## src/rtl/dmem_port_arbiter.sv

```systemverilog
// Single-port data memory arbiter between the CPU EM-stage and the VGA burst reader.
// One access per cycle; CPU is forced through a VGA burst after MAX_WAIT refused cycles.
module dmem_port_arbiter #(
    parameter int unsigned ADDR_W    = 10,
    parameter int unsigned DATA_W    = 32,
    parameter int unsigned BURST_LEN = 8,
    parameter int unsigned MAX_WAIT  = 3
) (
    input  logic              clk,
    input  logic              rst_n,
    input  logic              cpu_req,
    input  logic              cpu_we,
    input  logic [ADDR_W-1:0] cpu_addr,
    input  logic [DATA_W-1:0] cpu_wdata,
    output logic              cpu_gnt,
    output logic              cpu_stall,
    output logic              cpu_rvalid,
    output logic [DATA_W-1:0] cpu_rdata,
    input  logic              vga_req,
    input  logic [ADDR_W-1:0] vga_addr,
    output logic              vga_ack,
    output logic              vga_rvalid,
    output logic [DATA_W-1:0] vga_rdata,
    output logic              vga_done,
    output logic [ADDR_W-1:0] mem_addr,
    output logic              mem_we,
    output logic [DATA_W-1:0] mem_wdata,
    input  logic [DATA_W-1:0] mem_rdata
);

    typedef enum logic {StIdle, StBurst} state_t;
    typedef enum logic [1:0] {TagNone, TagCpu, TagVga} tag_t;

    state_t            r_state;
    state_t            w_state_d;
    logic [7:0]        r_beat_cnt;
    logic [7:0]        w_beat_cnt_d;
    logic [ADDR_W-1:0] r_base;
    logic [ADDR_W-1:0] w_base_d;
    logic [3:0]        r_wait_cnt;
    logic [3:0]        w_wait_cnt_d;
    tag_t              r_ret_tag;
    tag_t              w_ret_tag_d;
    logic              r_ret_last;
    logic              w_ret_last_d;
    logic [ADDR_W-1:0] r_last_addr;

    logic              w_cpu_gnt;
    logic              w_vga_ack;
    logic              w_vga_issue;
    logic              w_last_beat;
    logic [ADDR_W-1:0] w_beat_addr;
    logic [ADDR_W-1:0] w_mem_addr;

    assign w_beat_addr = r_base + ADDR_W'(r_beat_cnt);
    assign w_last_beat = (r_beat_cnt == 8'(BURST_LEN - 1));

    always_comb begin
        w_state_d    = r_state;
        w_beat_cnt_d = r_beat_cnt;
        w_base_d     = r_base;
        w_cpu_gnt    = 1'b0;
        w_vga_ack    = 1'b0;
        w_vga_issue  = 1'b0;
        unique case (r_state)
            StIdle: begin
                // Burst acceptance takes no memory slot, so the CPU may share the cycle.
                w_cpu_gnt = cpu_req;
                if (vga_req) begin
                    w_vga_ack    = 1'b1;
                    w_base_d     = vga_addr;
                    w_beat_cnt_d = '0;
                    w_state_d    = StBurst;
                end
            end
            StBurst: begin
                if (cpu_req && (r_wait_cnt == 4'(MAX_WAIT))) begin
                    w_cpu_gnt = 1'b1;
                end else begin
                    w_vga_issue  = 1'b1;
                    w_beat_cnt_d = r_beat_cnt + 8'd1;
                    if (w_last_beat) begin
                        w_state_d = StIdle;
                    end
                end
            end
        endcase
    end

    always_comb begin
        w_wait_cnt_d = r_wait_cnt;
        if (!cpu_req || w_cpu_gnt) begin
            w_wait_cnt_d = '0;
        end else if (r_wait_cnt != 4'(MAX_WAIT)) begin
            w_wait_cnt_d = r_wait_cnt + 4'd1;
        end
    end

    always_comb begin
        w_ret_tag_d  = TagNone;
        w_ret_last_d = 1'b0;
        if (w_cpu_gnt && !cpu_we) begin
            w_ret_tag_d = TagCpu;
        end else if (w_vga_issue) begin
            w_ret_tag_d  = TagVga;
            w_ret_last_d = w_last_beat;
        end
    end

    always_comb begin
        w_mem_addr = r_last_addr;
        if (w_cpu_gnt) begin
            w_mem_addr = cpu_addr;
        end else if (w_vga_issue) begin
            w_mem_addr = w_beat_addr;
        end
    end

    always_ff @(posedge clk or negedge rst_n) begin
        if (!rst_n) begin
            r_state     <= StIdle;
            r_beat_cnt  <= '0;
            r_base      <= '0;
            r_wait_cnt  <= '0;
            r_ret_tag   <= TagNone;
            r_ret_last  <= 1'b0;
            r_last_addr <= '0;
        end else begin
            r_state     <= w_state_d;
            r_beat_cnt  <= w_beat_cnt_d;
            r_base      <= w_base_d;
            r_wait_cnt  <= w_wait_cnt_d;
            r_ret_tag   <= w_ret_tag_d;
            r_ret_last  <= w_ret_last_d;
            r_last_addr <= w_mem_addr;
        end
    end

    // Combinational outputs are gated so everything reads 0 while reset is held.
    assign cpu_gnt    = rst_n & w_cpu_gnt;
    assign cpu_stall  = rst_n & cpu_req & ~w_cpu_gnt;
    assign vga_ack    = rst_n & w_vga_ack;
    assign mem_we     = rst_n & w_cpu_gnt & cpu_we;
    assign mem_addr   = rst_n ? w_mem_addr : '0;
    assign mem_wdata  = rst_n ? cpu_wdata : '0;
    assign cpu_rvalid = (r_ret_tag == TagCpu);
    assign vga_rvalid = (r_ret_tag == TagVga);
    assign vga_done   = (r_ret_tag == TagVga) & r_ret_last;
    assign cpu_rdata  = rst_n ? mem_rdata : '0;
    assign vga_rdata  = rst_n ? mem_rdata : '0;

endmodule

```

## config.mk

```make
export PLATFORM = sky130hd
export DESIGN_NAME = dmem_port_arbiter
export DESIGN_NICKNAME = d
export VERILOG_FILES = /design/src/rtl/dmem_port_arbiter.sv
export SDC_FILE = /design/constraint.sdc
export NUM_CORES = 1
export LEC_CHECK = 0
export CELL_PAD_IN_SITES_DETAIL_PLACEMENT = 1
export CELL_PAD_IN_SITES_GLOBAL_PLACEMENT = 2
export CORE_ASPECT_RATIO = 1.2
export CORE_MARGIN = 1.5
export CORE_UTILIZATION = 32
export DETAILED_ROUTE_END_ITERATION = 10
export DONT_BUFFER_PORTS = 1
export PLACE_DENSITY_LB_ADDON = 0.1
export RECOVER_POWER = 50
export REMOVE_ABC_BUFFERS = 1
export SYNTH_ARGS = -nofsm -noshare
export SYNTH_HDL_FRONTEND = slang
export SYNTH_SLANG_ARGS = --single-unit
```

## constraint.sdc

```tcl
create_clock -name clk -period 3.2 [get_ports clk]
set_clock_uncertainty 0.1 [all_clocks]
set_input_delay 0.64 -clock clk [delete_from_list [all_inputs] [get_ports clk]]
set_output_delay 0.64 -clock clk [all_outputs]
set_load 0.05 [all_outputs]
```

== Word-level counts from Yosys, hierarchy flattened ==
Index checks and enable logic that the tools add are counted.
Word-level totals
  register bits: 36
  RAM bits: 0
  bits in latches: 0
  word-level logic and storage cells: 56
  output and inout port bits: 113
  memories kept: 0
  bits of input ports: 89
  memory bits (read-only): 0
Operators by class
  equal/unequal tests: 7
  multipliers: 0
  reductions and logical operators: 8
  shift operators: 0
  $add $sub $neg: 3
  multiplexer cells: 23
  order comparisons: 0
  bitwise operators: 8
  divide/modulo/power cells: 0
Operators by type and width (count)
  $mux W32: 2
  $mux W10: 3
  $mux W8: 2
  $pmux W8 S2: 1
  $add A10 B8 Y10: 1
  $mux W1: 9
  $add A8 B1 Y8 const B: 1
  $eq A8 B3 Y1 const B: 1
  $mux W4: 2
  $and A1 B1 Y1: 6
  $add A4 B1 Y4 const B: 1
  $eq A4 B2 Y1 const B: 1
  $mux W2: 2
  $ne A2 B2 Y1 const B: 2
  $ne A4 B2 Y1 const B: 1
  $pmux W1 S2: 2
  $reduce_and A2 Y1: 2
  $eq A2 B1 Y1 const B: 1
  $eq A2 B2 Y1 const B: 1
  $logic_and A1 B1 Y1: 2
  $logic_not A1 Y1: 2
  $not A1 Y1: 2
  $reduce_bool A2 Y1: 1
  $logic_or A1 B1 Y1: 1

== Depth between registers and ports, before layout ==
  word-level depth: 7
  mapped depth: 7
  gate-level depth less buffers: 7

== Worst setup path before layout ==
OpenSTA, ideal clock, no wires.
  kind: reg2out
  from: reg r_beat_cnt[0]
  to: out mem_addr[8]
  slack: -0.447 ns
  arrival: 2.907 ns
  path buffers: 0
  stages on the path, launching flop included: 8
  data required time: 2.460 ns
  cells stage by stage: dfrtp_1 ha_1 fa_1 a211oi_1 o21ai_0 nand2_1 xor2_1 a221oi_1
On the way
  longest elaborated chain between the ends: 4
RTL lines
  start: declaration: line 36  | logic [7:0] r_beat_cnt;
  start signal: assignment: line 130  | r_beat_cnt <= w_beat_cnt_d;
  $add A10 B8 Y10: line 55  | assign w_beat_addr = r_base + ADDR_W'(r_beat_cnt);
  $mux W10: line 114  | end else if (w_vga_issue) begin
  $mux W10: line 112  | if (w_cpu_gnt) begin
  $mux W10: line 144  | assign mem_addr = rst_n ? w_mem_addr : '0;
  end: declaration: line 25  | output logic [ADDR_W-1:0] mem_addr,
Every way passes these cells.

== Final worst setup path ==
  from: reg r_beat_cnt[0]
  to: out mem_addr[4]
On the way
  longest elaborated chain between the ends: 4
RTL lines
  $add A10 B8 Y10: line 55
  $mux W10: line 114
  $mux W10: line 112
  named net w_mem_addr[4]: line 53  | logic [ADDR_W-1:0] w_mem_addr;
  $mux W10: line 144
The timed path passes the listed nets, and every way through them passes these cells.

==> results.json <==
{
  "status": "finished with violations",
  "violations": "max-capacitance violations, max-slew violations",
  "slew_headroom_pct": -38.2,
  "p_leak_uw": 0.00149,
  "finalSetupViolations": 0,
  "rsz0062_at_grt": "yes",
  "fp.dieW_um": 88.1,
  "ys_warn_count": 0,
  "worst_pin_slew_ns": 2.07,
  "synth_edf_count": 0,
  "initial_core_util_pct": 32.6,
  "stdcell_count": 478,
  "yosys.area_share.simple_pct": 32.2,
  "synth_compound_area_share_pct": 13.6,
  "syn_area_um2": 2780,
  "viasPerCell": 5.09,
  "synth.area.mux_share_pct": 2.66,
  "rows": 37,
  "min-delay-start": "cpu_we",
  "clk_pin_slew_ns": 0.07,
  "port_buffers": 0,
  "crit_chain": "ha_2 > fa_2 > a21o_1 > a211oi_2 > o21ai_1 > a22o_1 > and2_4 > buf_8",
  "grt_max_degree": 73,
  "setup_ws_ns": 0.0947,
  "synth_area_leaders": "dfrtp_1 (32%), and2_1 (15%), buf_4 (8.6%)",
  "r2r_cells": 8,
  "slew_violations": 37,
  "nFillCells": 1045,
  "fin_setup_tns_ns": 0,
  "hold_viol": 0,
  "drt_first_pass_iters": 4,
  "power_uw": 3730,
  "cp_max_fo": 3,
  "hold_depth": 1,
  "placed_cells": 459,
  "nNetsFinal": 460,
  "grt_antenna_before_repair": 0,
  "ys_types": 49,
  "synth_top_area_share_pct": 32.4,
  "async_reset_ff_share_pct": 100,
  "syn_avg_cell_area_um2": 8.27,
  "cts_tree": "built",
  "clk_path_buf_depth": 2,
  "antennaDiodeCount": 0,
  "synth-seq-area-share_pct": 32.4,
  "synth_xor_area_share_pct": 2.21,
  "cp.arrival_ns": 2.37,
  "cts-root-buf": "clkbuf_8",
  "gp_congestion": 0.879,
  "first_global_vias": 2427,
  "core_area_um2": 8520,
  "grt-ovfl-total": 0,
  "vias": 2431,
  "synthCells": 336,
  "cellPowerDensity_nw_per_um2": 1110,
  "yosys_most_used_dff": "dfrtp_1",
  "hpwl_um": 7190,
  "maxCapViolations": 1,
  "r2r_end": "r_state",
  "reg2reg_from": "r_wait_cnt[0]",
  "multi_input_area_um2": 1680,
  "clock-sinks": 36,
  "synth_top_family_by_area": "simple AND/OR/NAND/NOR gates",
  "h-tree-depth": 2,
  "crit_type": "flip-flop to primary output",
  "routed_wl_um": 9540,
  "grt_use_total_pct": 20.5,
  "ioPinCount": 202,
  "period_share_pct": 97.0,
  "ys_ff_latch": 36,
  "synth_fa_ha_area_share_pct": 5.22,
  "layout.area.seq_um2": 907,
  "critical_path.max_stage_delay_ns": 0.41,
  "area.growth.synth_to_final_pct": 20.9,
  "cts_buffers": 5,
  "whs_endpoint": "r_ret_tag[0]",
  "crit_path_end_kind": "primary output",
  "yosys.area.top_type": "dfrtp_1",
  "drc": 0,
  "hp-class": "input port to flip-flop",
  "drive_above_1_share_pct": 24.1,
  "worstSetupStartpointType": "flip-flop",
  "fp.dieH_um": 105,
  "crit_required_ns": 2.46,
  "insertion_delay_ns": 0.29,
  "drt_iter0_markers": 66,
  "max_clock_freq_ghz": 0.322,
  "vdd_ir_drop_max_uv": 373,
  "wl_per_cell_um": 20.0,
  "rrSetupSlack_ns": 0.96,
  "dieArea_um2": 9250,
  "ant_nets": 0,
  "crit_slowest_cell": "fa_2",
  "grt_pass1_wl_um": 14000,
  "period_needed_ns": 3.11,
  "pre_cts_ws_ns": 0.0742
}
synthesized netlist by cell type, types with 2 or more instances:
master	number
o21ai_0	11
nor2_1	26
nor2b_1	5
dfrtp_1	36
ha_1	10
a211oi_1	3
buf_2	2
or3_1	3
buf_4	32
inv_1	7
a22oi_1	2
mux2i_1	4
a2111oi_0	2
nand4_1	2
nand3_1	10
o31a_1	2
o22ai_1	3
xor2_1	4
nor3_1	4
clkbuf_1	12
nand2_1	44
and2_1	67
and3_1	2
mux2_2	3
a21o_1	3
a21oi_1	12
xnor2_1	3
flip-flops by register name, indices dropped and copies added (netlist names):
| signal | count |
|---|---|
| r_base | 10 |
| r_last_addr | 10 |
| r_beat_cnt | 8 |
| r_wait_cnt | 4 |
| r_ret_tag | 2 |
| r_ret_last | 1 |
| r_state | 1 |
power by group:
part	internal (uW)	switching, uW
Sequential	654	159
Combinational	886	1460
Clock	390	184
kinds of logic after synthesis:
kind of cell,count (synthesis)
buffers and inverters,54
adders and majority gates,11
and+or+nand+nor,169
DFF,36
AOI/OAI and AO/OA,52
xor gates and xnor gates,7
muxes,7
area by class of cell:
type / count / share of cell area [%]
tap: 117 / 4.36
timing repair buffer: 63 / 13.0
sequential: 36 / 27.0
clock inverter: 3 / 2.68
multi-input combinational: 246 / 50.1
clock buffer: 5 / 2.05
inverter: 8 / 0.894
worst max-delay path: cells and delay by family (launching register included):
kind                     cells  cell delay (ns)
flip-flops                   1             0.40
AND/OR/NAND/NOR              1             0.15
buffers and inverters        1             0.14
adder cells (fa/ha/maj)      2             0.60
AO/OA/AOI/OAI                4             0.78
layer usage:
metal | vias to the layer above | part of all wire [%] | GRT usage (%)
met5 | - | 0 | 0
met3 | 7 | 11 | 10.2
met4 | 0 | 0.87 | 4.58
li1 | 1141 | - | -
met1 | 1165 | 40 | 24.4
met2 | 118 | 48 | 32.9
how the worst max path moves through the flow:
stage                             start     endpoint  slack, ns  cells past startpoint
after floorplan           r_beat_cnt[0]  mem_addr[8]      -0.45                      7
after CTS                 r_beat_cnt[4]  mem_addr[5]       0.02                      7
after global placement    r_beat_cnt[0]  mem_addr[8]       0.11                      8
after detailed placement  r_beat_cnt[0]  mem_addr[8]       0.07                      8
after global routing          r_base[0]  mem_addr[8]      -0.02                      8
final                     r_beat_cnt[0]  mem_addr[4]       0.09                      8
metrics by stage:
stage                     cell area [um2]  hold slack, ns  utilization, %
final                                3360           0.302            39.4
after floorplan                      2480           0.244               -
after CTS                            3280          0.0749            38.5
after global routing                 3360           0.308            39.4
after global placement               3030           0.246            35.6
after detailed placement             3030           0.246            35.6
layout by cell type, fill, tap and decap left out, drive strengths merged, types with 5 or more instances in the layout:
cell type	synthesis	layout
and2	67	67
o21ai	11	11
nor2	26	26
inv	7	7
dfrtp	36	36
clkbuf	12	21
nor2b	5	5
buf	34	47
a21oi	12	12
nand2	44	44
ha	10	10
nand3	10	10
timing repair:
action,CTS,global route
pin swaps,2,21
hold buffers,1,0
cloned,0,0
endpoints found under the hold margin,36,0
buffers inserted,2,8
resized for setup,12,23
setup endpoints to repair,5,7
Power figures use the tool's default switching activity.
